**src/rtl/phy_tx_pkg.sv**
```systemverilog
// Shared constants, types and index helpers for the multi-lane PHY transmitter.
package phy_tx_pkg;

   localparam logic [7:0] COM_SYM = 8'hBC;

   typedef enum logic [1:0] {
      SRC_IDLE,
      SRC_HOLD,
      SRC_BYPASS
   } word_src_t;

   // Byte j of a word rides on lane j mod LANES in slot j div LANES.
   function automatic int byte_index(input int slot, input int lane, input int lanes);
      return slot * lanes + lane;
   endfunction

   function automatic int lane_of(input int byte_idx, input int lanes);
      return byte_idx % lanes;
   endfunction

   function automatic int slot_of(input int byte_idx, input int lanes);
      return byte_idx / lanes;
   endfunction

   function automatic bit params_ok(input int data_w, input int lanes);
      return (data_w > 0) && (data_w % 8 == 0) && (lanes > 0) && ((data_w / 8) % lanes == 0);
   endfunction

   function automatic int slot_width(input int k);
      return (k <= 1) ? 1 : $clog2(k);
   endfunction

endpackage

```
**src/rtl/phy_tx_hold.sv**
```systemverilog
// One-entry hold buffer in front of the transmitter; it drains only at a word boundary.
module phy_tx_hold
   import phy_tx_pkg::*;
#(
   parameter int DATA_W = 32
) (
   input  logic              clk,
   input  logic              rst_n,
   input  logic [DATA_W-1:0] word,
   input  logic              valid,
   input  logic              wb,
   output logic              ready,
   output logic              accept,
   output logic [DATA_W-1:0] held_word,
   output logic              held
);

   // Ready is held low during reset so nothing is accepted while the lanes are dark.
   assign ready  = !held && rst_n;
   assign accept = valid && ready;

   always_ff @(posedge clk or negedge rst_n) begin
      if (!rst_n) begin
         held      <= 1'b0;
         held_word <= '0;
      end else if (wb) begin
         held <= 1'b0;
      end else if (accept) begin
         held      <= 1'b1;
         held_word <= word;
      end
   end

endmodule

```
**src/rtl/phy_tx_multilane.sv**
```systemverilog
// Byte-striping multi-lane serial transmitter running on the bit clock, with COM idle fill.
module phy_tx_multilane
   import phy_tx_pkg::*;
#(
   parameter int          DATA_W    = 32,
   parameter int          LANES     = 2,
   parameter logic [7:0]  IDLE_BYTE = COM_SYM
) (
   input  logic              clk_32f,
   input  logic              reset,
   input  logic [DATA_W-1:0] data_in,
   input  logic              valid_in,
   output logic              ready_out,
   output logic [LANES-1:0]  data_out,
   output logic              tx_active
);

   localparam int                B         = DATA_W / 8;
   localparam int                K         = B / LANES;
   localparam int                SW        = slot_width(K);
   localparam logic [SW-1:0]     SLOT_LAST = SW'(K - 1);
   localparam logic [DATA_W-1:0] IDLE_WORD = {B{IDLE_BYTE}};

   generate
      if (!params_ok(DATA_W, LANES)) begin : g_bad_params
         $error("phy_tx_multilane: DATA_W must be a multiple of 8 and LANES must divide DATA_W/8");
      end
   endgenerate

   logic [2:0]        bit_cnt;
   logic [SW-1:0]     slot_cnt;
   logic              wb;
   logic [DATA_W-1:0] cur_word;
   logic              cur_is_data;
   logic [DATA_W-1:0] hold_word;
   logic              hold_valid;
   logic              accept;
   word_src_t         src;
   logic [LANES-1:0]  lane_bits;
   logic [7:0]        lane_byte;

   assign wb = (bit_cnt == 3'd7) && (slot_cnt == SLOT_LAST);

   phy_tx_hold #(
      .DATA_W(DATA_W)
   ) u_hold (
      .clk       (clk_32f),
      .rst_n     (reset),
      .word      (data_in),
      .valid     (valid_in),
      .wb        (wb),
      .ready     (ready_out),
      .accept    (accept),
      .held_word (hold_word),
      .held      (hold_valid)
   );

   always_ff @(posedge clk_32f or negedge reset) begin
      if (!reset) begin
         bit_cnt  <= 3'd0;
         slot_cnt <= '0;
      end else begin
         bit_cnt <= bit_cnt + 3'd1;
         if (bit_cnt == 3'd7) begin
            slot_cnt <= (slot_cnt == SLOT_LAST) ? '0 : slot_cnt + SW'(1);
         end
      end
   end

   // A held word always wins at the boundary so acceptance order is preserved.
   always_comb begin
      src = SRC_IDLE;
      if (hold_valid) begin
         src = SRC_HOLD;
      end else if (accept) begin
         src = SRC_BYPASS;
      end
   end

   always_ff @(posedge clk_32f or negedge reset) begin
      if (!reset) begin
         cur_word    <= IDLE_WORD;
         cur_is_data <= 1'b0;
      end else if (wb) begin
         unique case (src)
            SRC_HOLD: begin
               cur_word    <= hold_word;
               cur_is_data <= 1'b1;
            end
            SRC_BYPASS: begin
               cur_word    <= data_in;
               cur_is_data <= 1'b1;
            end
            default: begin
               cur_word    <= IDLE_WORD;
               cur_is_data <= 1'b0;
            end
         endcase
      end
   end

   always_comb begin
      lane_bits = '0;
      lane_byte = '0;
      for (int l = 0; l < LANES; l++) begin
         lane_byte    = 8'(cur_word >> (8 * byte_index(int'(slot_cnt), l, LANES)));
         lane_bits[l] = lane_byte[3'd7 - bit_cnt];
      end
   end

   always_ff @(posedge clk_32f or negedge reset) begin
      if (!reset) begin
         data_out  <= '0;
         tx_active <= 1'b0;
      end else begin
         data_out  <= lane_bits;
         tx_active <= cur_is_data;
      end
   end

endmodule

```
**config.mk**
```make
export PLATFORM = sky130hd
export DESIGN_NAME = phy_tx_multilane
export DESIGN_NICKNAME = d
export VERILOG_FILES = /design/src/rtl/phy_tx_pkg.sv /design/src/rtl/phy_tx_hold.sv /design/src/rtl/phy_tx_multilane.sv
export SDC_FILE = /design/constraint.sdc
export NUM_CORES = 1
export LEC_CHECK = 0
export CAP_MARGIN = 20
export CORE_AREA = 2 2 81 83
export DETAILED_ROUTE_END_ITERATION = 16
export DIE_AREA = 0 0 83 85
export PLACE_DENSITY = 0.88
export REMOVE_ABC_BUFFERS = 1
export SLEW_MARGIN = 0
export SYNTH_ARGS = -nofsm -noshare
export SYNTH_HDL_FRONTEND = slang
export SYNTH_HIERARCHICAL = 1
export SYNTH_SLANG_ARGS = --single-unit
export TNS_END_PERCENT = 20
```
**constraint.sdc**
```tcl
create_clock -name clk_32f -period 4.7 [get_ports clk_32f]
set_clock_uncertainty 0.1 [all_clocks]
set_input_delay 0.94 -clock clk_32f [delete_from_list [all_inputs] [get_ports clk_32f]]
set_output_delay 0.94 -clock clk_32f [all_outputs]
set_load 0.02 [all_outputs]
```
==> results of run 1 <==
[per-layer routing]
layer	part of all wire [%]	track usage, %	wire length [um]
met5	0	0	0
met2	48	29.4	3100
met3	4.4	6.81	283
met1	46	26.8	2970
met4	1.2	5.96	74
[through the flow]
| stage | util [%] | cell area [um2] | hold WS, ns |
|---|---|---|---|
| floorplan | - | 3410 | 0.254 |
| global route | 66.3 | 4120 | 0.313 |
| CTS | 65.9 | 4090 | 0.291 |
| detailed placement | 63.1 | 3920 | 0.266 |
| global placement | 63.1 | 3920 | 0.262 |
| finish | 66.3 | 4120 | 0.284 |
[cell usage in the layout, fill, tap and decap left out, drive strengths merged, types with 2 or more instances in the layout]
| cell type | n |
|---|---|
| nor2b | 3 |
| a22oi | 4 |
| a21o | 20 |
| mux4 | 8 |
| ha | 2 |
| buf | 5 |
| o21ai | 13 |
| a221oi | 20 |
| clkdlybuf4s50 | 37 |
| and3b | 10 |
| inv | 22 |
| dfstp | 20 |
| nor2 | 23 |
| clkbuf | 14 |
| mux2 | 32 |
| nand2 | 16 |
| clkinv | 3 |
| dfrtp | 53 |
| a21oi | 11 |
| nand3 | 4 |
[worst max-delay path, stage by stage (launching register included)]
cell	delay [ns]
dfrtp_1	0.53
ha_1	0.30
ha_1	0.22
nand2_2	0.09
inv_1	0.06
and4bb_2	0.72
buf_4	0.44
mux2_4	0.33
[logic make-up (layout without fill, tap and decap cells)]
group,count (synthesis),in the layout
adders and majority gates,2,2
xor gates and xnor gates,1,1
and+or+nand+nor,59,59
muxes,40,40
DFF,73,73
AOI/OAI and AO/OA,68,68
buffers and inverters,45,81
[registers in the layout, indices dropped and copies added, names as in the netlist]
register	cells
bit_cnt	3
cur_is_data	1
cur_word	32
data_out	2
slot_cnt	1
tx_active	1
u_hold/held	1
u_hold/held_word	32
[power by group through the flow]
stage	Combinational [mW]	Clock (mW)	Sequential, mW
3_5_place_dp	0.307	0	0.885
2_1_floorplan	0.210	0	0.868
3_3_place_gp	0.293	0	0.876
6_report	0.306	0.439	0.875
5_1_grt	0.337	0.480	0.892
4_1_cts	0.308	0.448	0.876
[worst min path at each step]
stage,cells after the start,to,from,slack (ns)
3_5_place_dp,0,tx_active,cur_is_data,0.27
2_1_floorplan,0,tx_active,cur_is_data,0.25
3_3_place_gp,0,tx_active,cur_is_data,0.26
5_1_grt,0,tx_active,cur_is_data,0.31
6_report,0,tx_active,cur_is_data,0.28
4_1_cts,0,tx_active,cur_is_data,0.29
[area by class of cell]
type,count,area share (%)
Timing Repair Buffer,43,10.5
Inverter,22,2.01
Sequential cell,73,45.0
Tap cell,77,2.34
Clock buffer,13,3.86
Clock inverter,3,0.365
Multi-Input combinational cell,170,35.9
==> results.json, run 1 <==
{
  "synth_compound_area_share_pct": 13.3,
  "vias": 2275,
  "cp-endpoint": "u_hold/held_word[20]",
  "grt_max_degree": 75,
  "ys_warn_count": 6,
  "cts_tree": "yes",
  "cts_resized": 0,
  "dieHeight_um": 85,
  "startpoint": "bit_cnt[0]",
  "first_pass_iters": 5,
  "hold_viol": 0,
  "postSynth.asyncResetShare_pct": 100,
  "hp-class": "reg2reg",
  "p_sw_mw": 0.411,
  "clock_sinks": 73,
  "worstSetupPathType": "reg2reg",
  "r2r_start": "bit_cnt[0]",
  "setup_viol": 0,
  "leakagePower_nw": 1.98,
  "ys_seq_area_share_pct": 51.8,
  "synth_area_leader_cell": "dfrtp_1",
  "totalWireLength_mm": 6.43,
  "yosys.area_share.simple_pct": 8.37,
  "synthDistinctLibCells": 26,
  "grt_pass1_wl_mm": 10.8,
  "power_frac_seq_pct": 54.0,
  "arrival_ns": 3.06,
  "ant_nets": 0,
  "io_buffers": 38,
  "synth-seq-cells": 73,
  "comb_power_share_pct": 18.9,
  "crit_path_max_fanout": 17,
  "post_cts_buffers": 0,
  "min_period_over_period_pct": 62.3,
  "final_cells": 401,
  "rsz0062_at_grt": "false",
  "synth_edf_count": 0,
  "layout.nets": 356,
  "grt_pass1_vias": 2177,
  "antenna_found_initial": 0,
  "ioPinCount": 39,
  "fin_tns_setup_ns": 0,
  "clk_path_buf_depth": 2,
  "tightest_slew_ns": 0.891,
  "dp_hpwl_mm": 4.08,
  "core_mm2": 0.00620,
  "slew_headroom_pct": 40.6,
  "start_kind": "register",
  "fp-row-count": 29,
  "dp.cells": 384,
  "grt.overflow.total": 0,
  "multi_input_area_mm2": 0.00148,
  "yosys.area_share.adder_pct": 0.701,
  "synth_most_common_cell": "dfrtp_1",
  "setup_slack_ns": 1.77,
  "fillers": 457,
  "syn_to_final_growth_pct": 15.2,
  "end_kind": "register",
  "fmax_mhz": 342,
  "wire_per_inst_um": 16.0,
  "viasPerCell": 5.67,
  "power.share.clock_pct": 27.1,
  "synth_top_family_by_area": "multiplexers",
  "synth_area_leaders": "dfrtp_1 (37%), dfstp_2 (15%), mux2_4 (13%), a221oi_1 (4.9%), a21o_1 (4.2%)",
  "syn-cell-area_mm2": 0.00357,
  "dieArea_mm2": 0.00706,
  "synth_commonest_cells": "dfrtp_1 (53), mux2_4 (30), nor2_1 (23)",
  "worstReg2RegEnd": "u_hold/held_word[20]",
  "rrSetupSlack_ns": 1.77,
  "max-cap-violations": 0,
  "cts_root_buffer": "clkbuf_8",
  "peakVddDrop_v": 0.000242,
  "dp_slack_ns": 1.59,
  "power_mw": 1.62,
  "drtIter0Drc": 175,
  "status": "finished clean",
  "drcViolationCount": 0,
  "cts.clk_slew.worst_paths_ns": 0.07,
  "p_per_area_mw_per_mm2": 394,
  "cts_made_buffers": 9,
  "synthMuxAreaShare_pct": 18.7,
  "rr_worst_depth": 7,
  "num_antenna_cells": 0,
  "fin_crit_ns": 2.93,
  "seq_area_mm2": 0.00185,
  "grt_use_total_pct": 19.5,
  "gp_congestion": 0.748,
  "insertion_delay_ns": 0.35,
  "intPower_mw": 1.21,
  "holdBufCountCts": 0,
  "synth_xor_area_share_pct": 0.245,
  "swShare_pct": 25.3,
  "final_max_slew_viol_count": 0,
  "required_ns": 4.83,
  "htree_levels": 3,
  "drive_gt1_share_pct": 24.4,
  "die_w_um": 83,
  "netlist.area_leader.share_pct": 37.1,
  "syn_avg_cell_area_um2": 12.4,
  "start_util_pct": 57.6,
  "syn-instance-count": 288,
  "synth_flop_cell": "dfrtp_1"
}
Power figures use the tool's default switching activity.
==> inputs of run 2 (changes only) <==
--- a/config.mk
+++ b/config.mk
@@ -6,10 +6,10 @@
 export NUM_CORES = 1
 export LEC_CHECK = 0
 export CAP_MARGIN = 20
-export CORE_AREA = 2 2 81 83
+export CORE_AREA = 2 2 87 89
 export DETAILED_ROUTE_END_ITERATION = 16
-export DIE_AREA = 0 0 83 85
-export PLACE_DENSITY = 0.88
+export DIE_AREA = 0 0 89 91
+export PLACE_DENSITY = 0.81
 export REMOVE_ABC_BUFFERS = 1
 export SLEW_MARGIN = 0
 export SYNTH_ARGS = -nofsm -noshare
==> constraint.sdc (replaced) <==
create_clock -name clk_32f -period 2.4 [get_ports clk_32f]
set_clock_uncertainty 0.1 [all_clocks]
set_input_delay 0.48 -clock clk_32f [delete_from_list [all_inputs] [get_ports clk_32f]]
set_output_delay 0.48 -clock clk_32f [all_outputs]
set_load 0.02 [all_outputs]
==> results.json, run 2 (same netlist as run 1, synthesis figures left out) <==
{
  "viasPerCell": 5.38,
  "dieHeight_um": 91,
  "start_util_pct": 50.1,
  "final_max_slew_viol_count": 0,
  "core_mm2": 0.00714,
  "grt_use_total_pct": 18.2,
  "die_w_um": 89,
  "power.share.clock_pct": 27.8,
  "fp-row-count": 31,
  "reg_top3": "cur_word (32), u_hold/held_word (32), bit_cnt (3)",
  "hp-start": "cur_is_data",
  "dp_hpwl_mm": 4.30,
  "leakagePower_nw": 2.00,
  "syn_to_final_growth_pct": 17.2,
  "swShare_pct": 25.1,
  "wire_per_inst_um": 15.5,
  "htree_levels": 3,
  "p_per_area_mw_per_mm2": 767,
  "dp_slack_ns": 0.185,
  "final_cells": 428,
  "worstSetupPathType": "reg2reg",
  "cp-endpoint": "u_hold/held_word[26]",
  "ant_nets": 0,
  "cts_tree": "yes",
  "dp.cells": 412,
  "cts_resized": 0,
  "clk_path_buf_depth": 2,
  "rr_worst_depth": 7,
  "start_kind": "register",
  "grt.overflow.total": 0,
  "num_antenna_cells": 0,
  "setup_slack_ns": 0.192,
  "drive_gt1_share_pct": 25.5,
  "layout_commonest_cell": "dfrtp_1",
  "cts_root_buffer": "clkbuf_8",
  "dpl-instance-area_mm2": 0.00400,
  "cts.clk_slew.worst_paths_ns": 0.07,
  "design_area_mm2": 0.00419,
  "crit_path_max_fanout": 14,
  "power_frac_seq_pct": 53.2,
  "fin_tns_setup_ns": 0,
  "post_cts_buffers": 0,
  "hold_viol": 0,
  "p_sw_mw": 0.806,
  "vias": 2301,
  "timing.hold.ws_ns": 0.283,
  "end_kind": "register",
  "required_ns": 2.52,
  "power_mw": 3.21,
  "grt_pass1_wl_mm": 11.4,
  "slew_headroom_pct": 39.8,
  "fin_crit_ns": 2.21,
  "hp-class": "reg2reg",
  "worstReg2RegEnd": "u_hold/held_word[26]",
  "peakVddDrop_v": 0.000390,
  "insertion_delay_ns": 0.34,
  "status": "finished clean",
  "startpoint": "bit_cnt[1]",
  "first_pass_iters": 4,
  "grt_pass1_vias": 2362,
  "max-cap-violations": 0,
  "fmax_mhz": 453,
  "ioPinCount": 39,
  "rrSetupSlack_ns": 0.19,
  "drtIter0Drc": 112,
  "drcViolationCount": 0,
  "setup_viol": 0,
  "totalWireLength_mm": 6.62,
  "gp_congestion": 0.803,
  "fillers": 608,
  "rsz0062_at_grt": "false",
  "comb_power_share_pct": 19.0,
  "intPower_mw": 2.40,
  "tightest_slew_ns": 0.903,
  "antenna_found_initial": 0,
  "holdBufCountCts": 0,
  "grt_max_degree": 75,
  "most-common-layout-cells": "dfrtp_1 (52), clkdlybuf4s50_1 (37), mux2_4 (30)",
  "r2r_start": "bit_cnt[1]",
  "io_buffers": 38,
  "arrival_ns": 2.33,
  "dieArea_mm2": 0.00810,
  "clock_sinks": 73,
  "layout.nets": 361,
  "final_core_util_pct": 58.7,
  "min_period_over_period_pct": 92.0,
  "cts_made_buffers": 9
}
==> run 2: cell types whose count changed in the layout (fill, tap and decap cells not counted), sizes merged <==
cell      change
clkinvlp      +1
buf           +6
clkinv        -2
==> run 2: layer usage <==
metal / share of wire, % / up-vias / global-route usage (%) / wire length [um]
met5: 0 / - / 0 / 0
met4: 1.7 / 0 / 6.72 / 114
met3: 4.5 / 10 / 4.82 / 301
met2: 46 / 52 / 26.3 / 3030
met1: 48 / 1139 / 26.5 / 3170
li1: - / 1100 / - / -
==> run 2: power by group through the flow <==
stage	sequential (mW)	clock, mW	combinational [mW]
finish	1.71	0.894	0.609
global route	1.74	0.975	0.679
CTS	1.71	0.916	0.616
detailed placement	1.73	0	0.614
global placement	1.71	0	0.588
floorplan	1.70	0	0.411
==> run 2: layout make-up <==
cell class                 instances  area, um2  share of cell area [%]
sequential                        73       1850                    44.3
clock inverter                     2       12.5                   0.299
multi-input combinational        170       1480                    35.3
inverter                          22       82.6                    1.97
clock buffer                      14        173                    4.12
timing repair buffer              48        463                    11.1
tap                               99        124                    2.96
==> run 2: how the worst min path moves through the flow <==
| stage | end | slack (ns) | cells past startpoint |
|---|---|---|---|
| 2_1_floorplan | bit_cnt[0] | 0.08 | 0 |
| 3_3_place_gp | tx_active | 0.27 | 0 |
| 3_5_place_dp | tx_active | 0.27 | 0 |
| 4_1_cts | tx_active | 0.29 | 0 |
| 5_1_grt | tx_active | 0.29 | 0 |
| 6_report | tx_active | 0.28 | 0 |
==> run 2: critical path: stages, from the launching register on <==
cell and delay [ns]:
dfrtp_1 0.43, ha_1 0.21, ha_1 0.21, nand2_2 0.08, inv_1 0.05, and4bb_2 0.34
buf_4 0.30, mux2_2 0.37
